===== src/rtl/eg_slot_scheduler_pkg.sv =====
// Shared types and constants for the envelope-memory slot scheduler.
package vm2413;
  localparam int NSLOTS      = 18;
  localparam int SLOT_CYCLES = 4;
  localparam int INIT_CYCLES = 18;

  typedef logic [4:0]  SLOT_TYPE;
  typedef logic [24:0] EGDATA_TYPE;

  // Slot phases: read issue, read data return, EG write-back, host window.
  typedef enum logic [1:0] {
    ST_READ  = 2'd0,
    ST_LATCH = 2'd1,
    ST_EGWR  = 2'd2,
    ST_HOST  = 2'd3
  } STAGE_TYPE;

  localparam SLOT_TYPE LAST_SLOT = SLOT_TYPE'(NSLOTS - 1);

  function automatic logic slot_valid(input SLOT_TYPE s);
    return s <= LAST_SLOT;
  endfunction
endpackage


===== src/rtl/eg_slot_scheduler_if.sv =====
// Memory, envelope-calculator and host signals of the slot scheduler.
interface eg_slot_scheduler_if;
  import vm2413::*;

  SLOT_TYPE   mem_raddr;
  EGDATA_TYPE mem_rdata;
  SLOT_TYPE   mem_waddr;
  logic       mem_wr;
  EGDATA_TYPE mem_wdata;

  SLOT_TYPE   eg_slot;
  EGDATA_TYPE eg_cur;
  logic       eg_cur_vld;
  EGDATA_TYPE eg_next;

  logic       host_req;
  SLOT_TYPE   host_slot;
  EGDATA_TYPE host_data;
  logic       host_ack;

  logic       frame_sync;
  logic       init_busy;

  modport master (
    output mem_raddr, mem_waddr, mem_wr, mem_wdata,
    output eg_slot, eg_cur, eg_cur_vld, host_ack, frame_sync, init_busy,
    input  mem_rdata, eg_next, host_req, host_slot, host_data
  );

  modport slave (
    input  mem_raddr, mem_waddr, mem_wr, mem_wdata,
    input  eg_slot, eg_cur, eg_cur_vld, host_ack, frame_sync, init_busy,
    output mem_rdata, eg_next, host_req, host_slot, host_data
  );
endinterface


===== src/rtl/eg_slot_scheduler_counter.sv =====
// Stage/slot counters with 17->0 wrap; exposes next-cycle position so the
// top can register its outputs against the phase they will be visible in.
module eg_slot_counter
  import vm2413::*;
(
  input  logic      clk,
  input  logic      reset,
  input  logic      i_adv,
  input  logic      i_run_next,
  output STAGE_TYPE o_nstage,
  output SLOT_TYPE  o_nslot,
  output logic      o_frame_sync
);
  STAGE_TYPE r_stage;
  SLOT_TYPE  r_slot;
  logic      r_fsync;
  STAGE_TYPE w_nstage;
  SLOT_TYPE  w_nslot;

  always_comb begin
    w_nstage = r_stage;
    w_nslot  = r_slot;
    if (i_adv) begin
      w_nstage = STAGE_TYPE'(r_stage + 2'd1);
      if (r_stage == ST_HOST)
        w_nslot = (r_slot == LAST_SLOT) ? '0 : r_slot + 5'd1;
    end
  end

  always_ff @(posedge clk or posedge reset) begin
    if (reset) begin
      r_stage <= ST_READ;
      r_slot  <= '0;
      r_fsync <= 1'b0;
    end else begin
      r_stage <= w_nstage;
      r_slot  <= w_nslot;
      r_fsync <= i_run_next && (w_nstage == ST_READ) && (w_nslot == '0);
    end
  end

  assign o_nstage     = w_nstage;
  assign o_nslot      = w_nslot;
  assign o_frame_sync = r_fsync;
endmodule


===== src/rtl/eg_slot_scheduler.sv =====
// Slot sequencer and write-port arbiter between the envelope calculator,
// the host, and the 18-entry envelope memory.
module eg_slot_scheduler
  import vm2413::*;
(
  input  logic                clk,
  input  logic                reset,
  eg_slot_scheduler_if.master bus
);
  typedef enum logic {PH_INIT, PH_RUN} phase_t;

  phase_t     r_phase;
  logic [4:0] r_init_cnt;
  logic       r_init_busy;
  SLOT_TYPE   r_raddr;
  SLOT_TYPE   r_waddr;
  logic       r_wr;
  logic       r_wsel_host;
  EGDATA_TYPE r_hdata;
  SLOT_TYPE   r_eg_slot;
  EGDATA_TYPE r_eg_cur;
  logic       r_eg_vld;
  logic       r_ack;

  logic       w_run_next;
  STAGE_TYPE  w_nstage;
  SLOT_TYPE   w_nslot;
  logic       w_fsync;

  // The last init clock already loads the first run-phase outputs.
  assign w_run_next = (r_phase == PH_RUN) ||
                      (r_init_cnt == 5'(INIT_CYCLES - 1));

  eg_slot_counter u_cnt (
    .clk          (clk),
    .reset        (reset),
    .i_adv        (r_phase == PH_RUN),
    .i_run_next   (w_run_next),
    .o_nstage     (w_nstage),
    .o_nslot      (w_nslot),
    .o_frame_sync (w_fsync)
  );

  always_ff @(posedge clk or posedge reset) begin
    if (reset) begin
      r_phase     <= PH_INIT;
      r_init_cnt  <= '0;
      r_init_busy <= 1'b1;
      r_raddr     <= '0;
      r_waddr     <= '0;
      r_wr        <= 1'b0;
      r_wsel_host <= 1'b0;
      r_hdata     <= '0;
      r_eg_slot   <= '0;
      r_eg_cur    <= '0;
      r_eg_vld    <= 1'b0;
      r_ack       <= 1'b0;
    end else begin
      r_wr     <= 1'b0;
      r_ack    <= 1'b0;
      r_eg_vld <= 1'b0;

      case (r_phase)
        PH_INIT: begin
          r_init_cnt <= r_init_cnt + 5'd1;
          if (w_run_next) begin
            r_phase     <= PH_RUN;
            r_init_busy <= 1'b0;
          end
        end
        default: ;
      endcase

      if (w_run_next) begin
        case (w_nstage)
          ST_READ: r_raddr <= w_nslot;
          ST_EGWR: begin
            // Read data returned during the latch stage; present and write back.
            r_eg_cur    <= bus.mem_rdata;
            r_eg_slot   <= w_nslot;
            r_eg_vld    <= 1'b1;
            r_wr        <= 1'b1;
            r_waddr     <= w_nslot;
            r_wsel_host <= 1'b0;
          end
          ST_HOST: begin
            if (bus.host_req) begin
              r_ack <= 1'b1;
              if (slot_valid(bus.host_slot)) begin
                r_wr        <= 1'b1;
                r_waddr     <= bus.host_slot;
                r_hdata     <= bus.host_data;
                r_wsel_host <= 1'b1;
              end
            end
          end
          default: ;
        endcase
      end
    end
  end

  // eg_next is sampled by the memory on the EG write clock itself.
  assign bus.mem_wdata  = !r_wr ? '0 : (r_wsel_host ? r_hdata : bus.eg_next);
  assign bus.mem_raddr  = r_raddr;
  assign bus.mem_waddr  = r_waddr;
  assign bus.mem_wr     = r_wr;
  assign bus.eg_slot    = r_eg_slot;
  assign bus.eg_cur     = r_eg_cur;
  assign bus.eg_cur_vld = r_eg_vld;
  assign bus.host_ack   = r_ack;
  assign bus.frame_sync = w_fsync;
  assign bus.init_busy  = r_init_busy;
endmodule


===== src/flat_wrapper.sv =====
// flat-port wrapper written by rule: the top's interface ports become plain ports
module eg_slot_scheduler_flat import vm2413::*;
  (clk, reset, bus_mem_raddr, bus_mem_waddr, bus_mem_wr, bus_mem_wdata, bus_eg_slot, bus_eg_cur, bus_eg_cur_vld, bus_host_ack, bus_frame_sync, bus_init_busy, bus_mem_rdata, bus_eg_next, bus_host_req, bus_host_slot, bus_host_data);
  eg_slot_scheduler_if bus_i ();
  input  logic clk;
  input  logic reset;
  output wire logic [$bits(bus_i.mem_raddr)-1:0] bus_mem_raddr;
  output wire logic [$bits(bus_i.mem_waddr)-1:0] bus_mem_waddr;
  output wire logic [$bits(bus_i.mem_wr)-1:0] bus_mem_wr;
  output wire logic [$bits(bus_i.mem_wdata)-1:0] bus_mem_wdata;
  output wire logic [$bits(bus_i.eg_slot)-1:0] bus_eg_slot;
  output wire logic [$bits(bus_i.eg_cur)-1:0] bus_eg_cur;
  output wire logic [$bits(bus_i.eg_cur_vld)-1:0] bus_eg_cur_vld;
  output wire logic [$bits(bus_i.host_ack)-1:0] bus_host_ack;
  output wire logic [$bits(bus_i.frame_sync)-1:0] bus_frame_sync;
  output wire logic [$bits(bus_i.init_busy)-1:0] bus_init_busy;
  input wire logic [$bits(bus_i.mem_rdata)-1:0] bus_mem_rdata;
  input wire logic [$bits(bus_i.eg_next)-1:0] bus_eg_next;
  input wire logic [$bits(bus_i.host_req)-1:0] bus_host_req;
  input wire logic [$bits(bus_i.host_slot)-1:0] bus_host_slot;
  input wire logic [$bits(bus_i.host_data)-1:0] bus_host_data;
  assign bus_mem_raddr = bus_i.mem_raddr;
  assign bus_mem_waddr = bus_i.mem_waddr;
  assign bus_mem_wr = bus_i.mem_wr;
  assign bus_mem_wdata = bus_i.mem_wdata;
  assign bus_eg_slot = bus_i.eg_slot;
  assign bus_eg_cur = bus_i.eg_cur;
  assign bus_eg_cur_vld = bus_i.eg_cur_vld;
  assign bus_host_ack = bus_i.host_ack;
  assign bus_frame_sync = bus_i.frame_sync;
  assign bus_init_busy = bus_i.init_busy;
  assign bus_i.mem_rdata = bus_mem_rdata;
  assign bus_i.eg_next = bus_eg_next;
  assign bus_i.host_req = bus_host_req;
  assign bus_i.host_slot = bus_host_slot;
  assign bus_i.host_data = bus_host_data;
  eg_slot_scheduler u_core (.clk(clk), .reset(reset), .bus(bus_i));
endmodule

===== config.mk =====
export PLATFORM = sky130hd
export DESIGN_NAME = eg_slot_scheduler_flat
export DESIGN_NICKNAME = d
export VERILOG_FILES = /design/src/rtl/eg_slot_scheduler_pkg.sv /design/src/rtl/eg_slot_scheduler_if.sv /design/src/rtl/eg_slot_scheduler_counter.sv /design/src/rtl/eg_slot_scheduler.sv /design/src/flat_wrapper.sv
export SDC_FILE = /design/constraint.sdc
export NUM_CORES = 1
export LEC_CHECK = 0
export ABC_AREA = 1
export BUFFER_PORTS_ARGS = -buffer_cell sky130_fd_sc_hd__buf_2
export CORE_UTILIZATION = 48
export DETAILED_ROUTE_END_ITERATION = 10
export PLACE_DENSITY = 0.79
export SKIP_CTS_REPAIR_TIMING = 1
export SLEW_MARGIN = 10
export SYNTH_ARGS = -nofsm -noshare
export SYNTH_HDL_FRONTEND = slang
export SYNTH_SLANG_ARGS = --single-unit

===== constraint.sdc =====
create_clock -name clk -period 3.05 [get_ports clk]
set_input_delay 0.305 -clock clk [delete_from_list [all_inputs] [get_ports clk]]
set_output_delay 0.305 -clock clk [all_outputs]
set_load 0.05 [all_outputs]

==> reports/metrics.yaml <==
status: "complete, no violations"
port_buffers: 152
drt-pass1-iter-count: 4
path_max_fanout: 26
wl_per_cell_um: 12.6
grt_usage_pct: 23.9
period_minus_slack_ns: 2.47
critPathMaxStageDelay_ns: 0.61
max_freq_mhz: 405
synth.net_count: 563
yosysUniqueCellTypes: 24
required_ns: 2.74
worst_slew_pin_slew_ns: 0.806
grt_pass1_vias: 3532
ys_ff_latch: 84
clock_sinks: 84
leakagePower_nw: 2.84
crit_chain: "buf_4 -> clkinv_1 -> nor2_1 -> nor2_1 -> buf_2"
antenna_found_initial: 0
clockBufferDepth: 2
regToRegStartpoint: "u_core.u_cnt.r_stage[0]"
final_nets: 711
drv_slew: 0
initial_utilization_pct: 49.5
min_path_type: "in2async"
grt_pass1_wl_um: 15800
clock_latency_ns: 0.35
setup_tns_ns: 0
hold_viol: 0
rsz0062_at_grt: "false"
worst_setup_path_end_kind: "primary output"
powerDensity_nw_per_um2: 495
maxSlewHeadroom_pct: 46.3
core-area_um2: 7730
finalSetupViolCount: 0
critPathLaunch: "u_core.r_wsel_host"
via_count: 3613
fin_crit_sh_pct: 80.9
cts_buffers: 9
vdd_drop_max_uv: 270
gp_congestion: 0.799
syn_area_um2: 3830
dp_hpwl_um: 6600
fp.dieW_um: 91.3
synth.area.top_cells: "dfrtp_1 54%, nand2_1 19%, nor2_1 6.8%, o21ai_0 4.3%, nand3_1 4.2%"
avgSynthCellArea_um2: 8.06
chipHeight_um: 91.3
drc_errors: 0
cpMostUsedCell: "nor2_1"
fp-row-count: 32
yosysTopAreaCell: "dfrtp_1"
antenna_left: 0
io_pins: 153
path_class: "reg2out"
via_per_inst: 4.95
finalWirelength_um: 9210
max_cap_viol_count: 0
yosys_warnings: 0
areaGrowthSynthToFinish_pct: 26.5
fin_skew_ns: 0.0106
yosysTopAreaCellShare_pct: 54.2
start_kind: "flop"
fill_cells: 689
drive_above_1_share_pct: 28.8
p_total_mw: 2.40
cp.arrival_ns: 2.16
drtIter0Drc: 171
cts_root_buf: "clkbuf_8"
slowest_stage: "clkinv_1"
globalRoute.totalOverflow: 0
die_area_um2: 8340
cts_tree: "done"
antenna_cells: 0
yosysSeqAreaShare_pct: 54.9
htreeDepth: 3
syn_inst: 475
grt_max_degree: 67
clkTransAtPathRegs_ns: 0.09
hold_slack_ns: 0.0976
cell usage after synthesis (all sizes together):
| cell type | n |
|---|---|
| xnor2 | 2 |
| dfstp | 1 |
| nand2 | 194 |
| nand3 | 32 |
| nand4 | 3 |
| clkinv | 1 |
| xor2 | 3 |
| o21ai | 34 |
| buf | 11 |
| clkbuf | 8 |
| inv | 21 |
| ha | 5 |
| nor2 | 72 |
| dfrtp | 83 |
| o21bai | 3 |
| a21oi | 2 |
per-layer routing:
metal / global-route usage [%] / wire length [µm] / up-vias / share of wire (%)
met4: 10.7 / 181 / 0 / 2.0
met5: 0 / 0 / - / 0
li1: - / - / 1777 / -
met2: 41.5 / 4410 / 146 / 48
met1: 27.7 / 3900 / 1677 / 42
met3: 6.28 / 720 / 13 / 7.8
critical path: cells and delay by family, from the launching register on:
kind	cells	cell delay [ns]
buffers and inverters	3	1.06
AND/OR/NAND/NOR	2	0.42
flip-flops	1	0.33
cells by family after synthesis:
logic type	share of synthesized area, %
and+or+nand+nor	31.7
adders and majority gates	1.63
DFF	54.9
buffers and inverters	5.10
xor gates and xnor gates	1.34
AOI/OAI and AO/OA	5.29
state kept, by name, indices dropped and copies added (netlist names), 2 cells and up:
signal	cells
u_core.bus.mem_waddr	5
u_core.bus.eg_slot	5
u_core.u_cnt.r_stage	2
u_core.bus.mem_raddr	5
u_core.bus.eg_cur	25
u_core.r_init_cnt	5
u_core.u_cnt.r_slot	5
u_core.r_hdata	25
path summary, 6_finish.rpt:
| path | slack, ns | to | cells past startpoint |
|---|---|---|---|
| max | 0.58 | bus_mem_wdata[3] | 5 |
| min | 0.1 | u_core.bus.eg_cur_vld | 2 |
| max reg2reg | 0.74 | u_core.bus.eg_slot[3] | 10 |
| min reg2reg | 0.47 | u_core.bus.eg_cur[14] | 2 |
| max in group asynchronous | 2.26 | u_core.bus.eg_cur[23] | 3 |
| min in group clk | 0.14 | u_core.bus.eg_cur[9] | 3 |
metrics by stage:
step	cell area [µm²]	utilization (%)	worst slack, ns	instances
final	4840	62.7	0.582	730
after global routing	4840	62.7	0.349	730
after CTS	4840	62.6	0.297	730
after detailed placement	4640	60.0	0.305	714
after global placement	4640	60.0	0.448	714
after floorplan	3830	-	0.582	475
cells in the final DEF (no fill, tap or decap), drive strengths merged:
cell type  Yosys  layout
a21oi          2       2
buf           11     156
bufinv         0       1
clkbuf         8      10
clkinv         1       3
clkinvlp       0       1
dfrtp         83      83
dfstp          1       1
ha             5       5
inv           21      23
nand2        194     194
nand3         32      32
nand4          3       3
nor2          72      72
o21ai         34      34
o21bai         3       3
xnor2          2       2
xor2           3       3
cell type report:
| cell class | count | area [µm²] | share of cell area (%) |
|---|---|---|---|
| timing repair buffer | 156 | 791 | 16.3 |
| clock inverter | 6 | 72.6 | 1.50 |
| tap | 102 | 128 | 2.64 |
| inverter | 22 | 85.1 | 1.76 |
| multi-input combinational | 350 | 1540 | 31.7 |
| clock buffer | 10 | 128 | 2.64 |
| sequential | 84 | 2100 | 43.4 |
report_power, final:
| part | switching [mW] | internal, mW | total, mW |
|---|---|---|---|
| logic | 0.277 | 0.107 | 0.384 |
| registers | 0.0393 | 1.18 | 1.22 |
| clock network | 0.409 | 0.387 | 0.796 |
Note: power is estimated with default switching activity, not from simulation.
